<file path="src/rtl/fetch_sequencer.sv">
// Instruction-fetch controller: owns the PC, issues one imem request at a time,
// and hands fetched words to decode through a one-entry valid/ready slot.
module fetch_sequencer #(
  parameter logic [31:0] RESET_PC = 32'h0000_0000,
  parameter logic [31:0] TRAP_VEC = 32'h0000_0100
) (
  input  logic        clock,
  input  logic        reset_n,
  output logic        imem_req,
  output logic [31:0] imem_addr,
  input  logic        imem_gnt,
  input  logic        imem_rvalid,
  input  logic [31:0] imem_rdata,
  input  logic        redirect_valid,
  input  logic [31:0] redirect_pc,
  input  logic        trap_valid,
  output logic        inst_valid,
  input  logic        inst_ready,
  output logic [31:0] inst_code,
  output logic [31:0] inst_pc
);

  typedef enum logic [1:0] {
    BOOT = 2'd0,
    REQ  = 2'd1,
    WAIT = 2'd2
  } state_t;

  state_t      state;
  state_t      next_state;
  logic [31:0] pc;
  logic [31:0] req_pc;
  logic [31:0] target;
  logic        discard;
  logic        out_valid;
  logic        flush;
  logic        grant;
  logic        accept;
  logic        load;

  assign flush      = redirect_valid || trap_valid;
  // Masking keeps the target word-aligned regardless of the low bits supplied.
  assign target     = trap_valid ? TRAP_VEC : (redirect_pc & ~32'h0000_0003);
  assign load       = accept && !discard && !flush;
  assign imem_addr  = pc;
  assign inst_valid = out_valid;

  always_ff @(posedge clock or negedge reset_n) begin
    if (!reset_n) begin
      state <= BOOT;
    end else begin
      state <= next_state;
    end
  end

  always_comb begin
    next_state = state;
    imem_req   = 1'b0;
    grant      = 1'b0;
    accept     = 1'b0;
    case (state)
      BOOT: next_state = REQ;
      REQ: begin
        // Only issue when the output slot is guaranteed free by the time data returns.
        imem_req = !out_valid || inst_ready;
        if (imem_req && imem_gnt) begin
          grant      = 1'b1;
          next_state = WAIT;
        end
      end
      WAIT: begin
        if (imem_rvalid) begin
          accept     = 1'b1;
          next_state = REQ;
        end
      end
      default: next_state = BOOT;
    endcase
  end

  always_ff @(posedge clock or negedge reset_n) begin
    if (!reset_n) begin
      pc        <= RESET_PC;
      discard   <= 1'b0;
      out_valid <= 1'b0;
      inst_code <= 32'h0000_0000;
      inst_pc   <= 32'h0000_0000;
    end else begin
      if (flush) begin
        pc <= target;
      end else if (grant) begin
        pc <= pc + 32'd4;
      end

      // A response arriving with a redirect is dropped outright, so discard stays clear.
      if (accept) begin
        discard <= 1'b0;
      end else if (flush && (state == WAIT || grant)) begin
        discard <= 1'b1;
      end

      if (flush) begin
        out_valid <= 1'b0;
      end else if (load) begin
        out_valid <= 1'b1;
      end else if (out_valid && inst_ready) begin
        out_valid <= 1'b0;
      end

      if (load) begin
        inst_code <= imem_rdata;
        inst_pc   <= req_pc;
      end
    end
  end

  always_ff @(posedge clock) begin
    if (grant) begin
      req_pc <= pc;
    end
  end

endmodule

</file>
<file path="config.mk">
export PLATFORM = sky130hd
export DESIGN_NAME = fetch_sequencer
export DESIGN_NICKNAME = d
export VERILOG_FILES = /design/src/rtl/fetch_sequencer.sv
export SDC_FILE = /design/constraint.sdc
export NUM_CORES = 1
export LEC_CHECK = 0
export ABC_AREA = 1
export CAP_MARGIN = 0
export CORE_ASPECT_RATIO = 1.25
export CORE_UTILIZATION = 48
export DETAILED_ROUTE_END_ITERATION = 8
export PLACE_DENSITY = 0.81
export RECOVER_POWER = 25
export REMOVE_ABC_BUFFERS = 1
export SYNTH_ARGS = -nofsm -noshare
export SYNTH_HDL_FRONTEND = slang
export SYNTH_SLANG_ARGS = --single-unit
export TNS_END_PERCENT = 5
</file>
<file path="constraint.sdc">
create_clock -name clock -period 2 [get_ports clock]
set_input_delay 0.4 -clock clock [delete_from_list [all_inputs] [get_ports clock]]
set_output_delay 0.4 -clock clock [all_outputs]
set_load 0.05 [all_outputs]
</file>
Word level (Yosys, flattened, before mapping)
Cells that the tools add are included.
Widths: inputs -> output; s select.
Operators by class
  add/subtract/negate cells: 1
  multipliers: 0
  divide/modulo/power cells: 0
  order comparisons: 0
  eq/ne operators: 4
  shifts and indexed selects: 0
  multiplexer cells: 16
  bitwise logic cells: 0
  reductions and logical operators: 16
Operator list (number)
  $mux 32: 3
  $add 32x3->32 const B: 1
  $mux 1: 10
  $pmux 2 s3: 1
  $logic_and 1x1->1: 5
  $mux 2: 2
  $ne 2x2->1 const B: 2
  $reduce_bool 2->1: 2
  $logic_not 1->1: 3
  $logic_or 1x1->1: 3
  $reduce_bool 3->1: 1
  $eq 2x1->1 const B: 1
  $eq 2x2->1 const B: 1
  $logic_not 2->1: 1
  $reduce_and 2->1: 1
Word-level totals
  bits in registers: 132
  latch bits: 0
  memory bits (writable): 0
  memory bits (read-only): 0
  input port bits: 71
  output and inout bits: 98
  logic and storage cells: 44
  memories kept: 0

Logic depth before layout (Yosys ltp)
  word-level depth: 9
  depth in mapped cells: 9

Least setup slack after synthesis
Ideal clock, no wire load.
  path kind: reg-to-reg
  start: reg out_valid (netlist: inst_valid)
  end: reg pc[26] (netlist: imem_addr[26])
  data arrival time: 1.995 ns
  required time: 1.922 ns
  path slack: -0.073 ns
  stages on the path, launching flop included: 9
  buffers on the path: 1
  clock period less this slack: 2.073 ns
  cell sequence: dfrtp_1 > nand2_1 > nand2_1 > nor2_4 > nor2_4 > inv_2 > buf_2 > nor2_1 > a21oi_1
On the way
  cells in the longest elaborated chain, start to end: 6
RTL lines
  start, declared: line 35  | logic out_valid;
  start signal, assigned: line 85  | out_valid <= 1'b0;
  start signal, assigned: line 103  | out_valid <= 1'b0;
  start signal, assigned: line 105  | out_valid <= 1'b1;
  $logic_not 1->1: line 65  | imem_req = !out_valid || inst_ready;
  $logic_or 1x1->1: line 65
  $logic_and 1x1->1: line 66  | if (imem_req && imem_gnt) begin
  $mux 1: line 66
  $mux 1: line 61  | case (state)
  via grant: line 37  | logic grant;
  $reduce_bool 2->1 (no line)
  end signal, assigned: line 90  | pc <= target;
  end signal, assigned: line 92  | pc <= pc + 32'd4;
  end, declared: line 31  | logic [31:0] pc;
The timed path passes the listed nets, and every way through them passes these cells.
A chain may end at the register's enable or synchronous reset.

Final worst setup path
  start: reg inst_pc[25]
  end: out inst_pc[25]
RTL lines
  start, declared: line 20  | output logic [31:0] inst_pc
  start signal, assigned: line 112  | inst_pc <= req_pc;
No word-level cell between the ends.

==> flow_summary.yaml <==
run_status:
  status: "completed"
setup_path:
  worstPathRequired_ns: 1.60
  worstSetupEndpointType: "primary output"
  crit_type: "flop to primary output"
  critPathLaunch: "inst_pc[25]"
  critPathBufInv: 1
  cp_top_family: "buffers and inverters"
  crit_fanout: 2
  cp.arrival_ns: 1.58
  crit_chain: "clkdlybuf4s50_1"
  start_kind: "flop"
  slowest_delay_ns: 0.81
  cp_slowest_cell: "clkdlybuf4s50_1"
  r2r_start: "imem_addr[2]"
cts:
  cts_max_level: 4
  path_clk_slew_ns: 0.05
  clock-root-buffer: "clkbuf_16"
  cts_tree: "done"
  clock_latency_ns: 0.41
  clockBufferDepth: 2
  cts_buffers: 17
  post_cts_buffers: 0
  cts.sinks: 126
drt:
  viasPerCell: 5.21
  num_vias: 4668
  dr.first_iter.drc_count: 353
  ant_nets: 0
  wl_per_cell_um: 16.5
  wl_mm: 14.8
  firstDrtPassIters: 5
  route.detailed.drc: 0
grt:
  grt_max_degree: 50
  grt_pass1_wl_mm: 23.7
  antenna_found_initial: 0
  grt_pass1_vias: 4706
  grt.overflow.total: 0
  grt_util_all_layers_pct: 24.5
logic_synthesis:
  synth_top_family_by_area: "simple AND/OR/NAND/NOR gates"
  synth_mux_area_share_pct: 15.8
  synthCells: 536
  synth.area.top_cells: "dfrtp_1 41%, edfxtp_1 15%, mux2_4 15%"
  synth_top_area_share_pct: 41.2
  synth_compound_area_share_pct: 6.37
  synthAdderAreaFrac_pct: 0.214
  synth_seq_cells: 126
  seq_area_frac_synth_pct: 56.6
  synth_area_leader_cell: "dfrtp_1"
  ys_types: 31
  yosys.area_share.simple_pct: 16.0
  syn_area_per_cell_um2: 10.9
  yosys_warnings: 0
  synth_xor_area_share_pct: 0.150
  netlist_area_um2: 5840
floorplanning:
  die_h_um: 125
  io-pin-count: 169
  die_x_um: 101
  num_rows: 44
  dieArea_um2: 12600
  start_util_pct: 49.8
  coreArea_um2: 11700
cells_and_area:
  drive_above_1_share_pct: 21.1
  final_common_cell: "nand2_1"
  fin_area_um2: 8320
  fin_nets: 794
  insertedDiodeCount: 0
  final_cell_mix: "102 x nand2_1, 96 x dfrtp_1, 88 x clkdlybuf4s50_1"
  final_util_pct: 71.0
  area_delta_synth_final_pct: 42.6
  final_cells: 896
power:
  p_total_uw: 11400
  cellLeakagePower_uw: 0.00436
  ir_worst_vdd_uv: 636
  powerDensity_nw_per_um2: 1370
placed_design:
  finalWeightedCongestion: 0.889
  placed_area_um2: 7670
  dpl.cell_count: 863
  io_buffers: 162
  place_hpwl_mm: 10.6
sta:
  setup_viol: 0
  rsz0062_at_grt: "false"
  min_period_ns: 1.98
  period_share_pct: 99.0
  report.final.slew_viol_count: 0
  worstMarginPinSlew_ns: 0.695
  timing.fmax_mhz: 505
  relSlewSlack_pct: 53.7
  timing.final.hold_violations: 0
  skew_ns: 0.00786
flow_run:
  cap_violations: 0
hold_path:
  hold_path.class: "flop to flop"
  hold_path.startpoint: "req_pc[16]"
[final cells by class]
cell class                      instances  area, µm²
Fill cell                             832       3400
Sequential cell                       126       3300
Multi-Input combinational cell        356       2270
Timing Repair Buffer                  184       1810
Clock buffer                           24        523
Tap cell                              161        201
Inverter                               37        139
Clock inverter                          8       76.3
[power by group]
group / internal [µW] / switching [µW]
Sequential: 3400 / 467
Combinational: 1670 / 2820
Clock: 1940 / 1090
Total: 7010 / 4380
[cell families (layout without fill, tap and decap cells)]
group,count (synthesis),in the layout
xor gates and xnor gates,1,1
adders and majority gates,1,1
DFF,126,126
buffers and inverters,57,253
AOI/OAI and AO/OA,70,70
other,1,4
muxes,62,62
and+or+nand+nor,218,218
[cells in the mapped netlist, drive strengths merged]
master  instances
a22oi           5
a31oi           3
nor3            3
nand3          37
edfxtp         30
and2            1
clkbuf          4
nor2           72
xnor2           1
ha              1
dfrtp          96
nand2         103
o21a            1
o21ai          17
or2             1
inv            37
a21oi          43
nand4           1
mux2           62
conb            1
buf            16
o211ai          1
[layer usage]
metal  part of all wire (%)  vias up  GRT usage [%]
met5                      0        -              0
met4                    3.0        0           10.7
met3                    5.6       31           5.14
met2                     53      191           42.8
met1                     39     2275           28.8
li1                       -     2171              -
[sequential cells by signal, indices dropped and copies added, names as in the netlist]
name	cells
inst_pc	30
state	2
imem_addr	30
discard	1
req_pc	30
inst_valid	1
inst_code	32
[metrics by stage]
step | hold WS, ns | setup slack (ns) | setup TNS (ns)
2_1_floorplan | 0.104 | -0.269 | -20.40
3_3_place_gp | 0.338 | 0.0350 | 0
3_5_place_dp | 0.346 | -0.0288 | -0.0458
4_1_cts | 0.455 | 0.000506 | 0
5_1_grt | 0.480 | 0.000316 | 0
6_report | 0.470 | 0.0208 | 0
[path summary, 6_finish.rpt]
| kind | endpoint | slack [ns] | depth (start not counted) |
|---|---|---|---|
| setup / recovery | inst_pc[25] | 0.02 | 1 |
| hold / removal | inst_pc[16] | 0.47 | 1 |
| setup reg to reg | imem_addr[30] | 0.21 | 9 |
| hold reg to reg | inst_pc[16] | 0.47 | 1 |
| max in group asynchronous | imem_addr[29] | 0.26 | 3 |
| min in group asynchronous | inst_valid | 0.59 | 2 |
[timing repair]
item                                    4_1_cts  5_1_grt
hold buffers                                  1        0
endpoints found under the setup margin       10       33
hold endpoints to repair                     26        0
resized for setup                            10       33
Power figures use the tool's default switching activity.
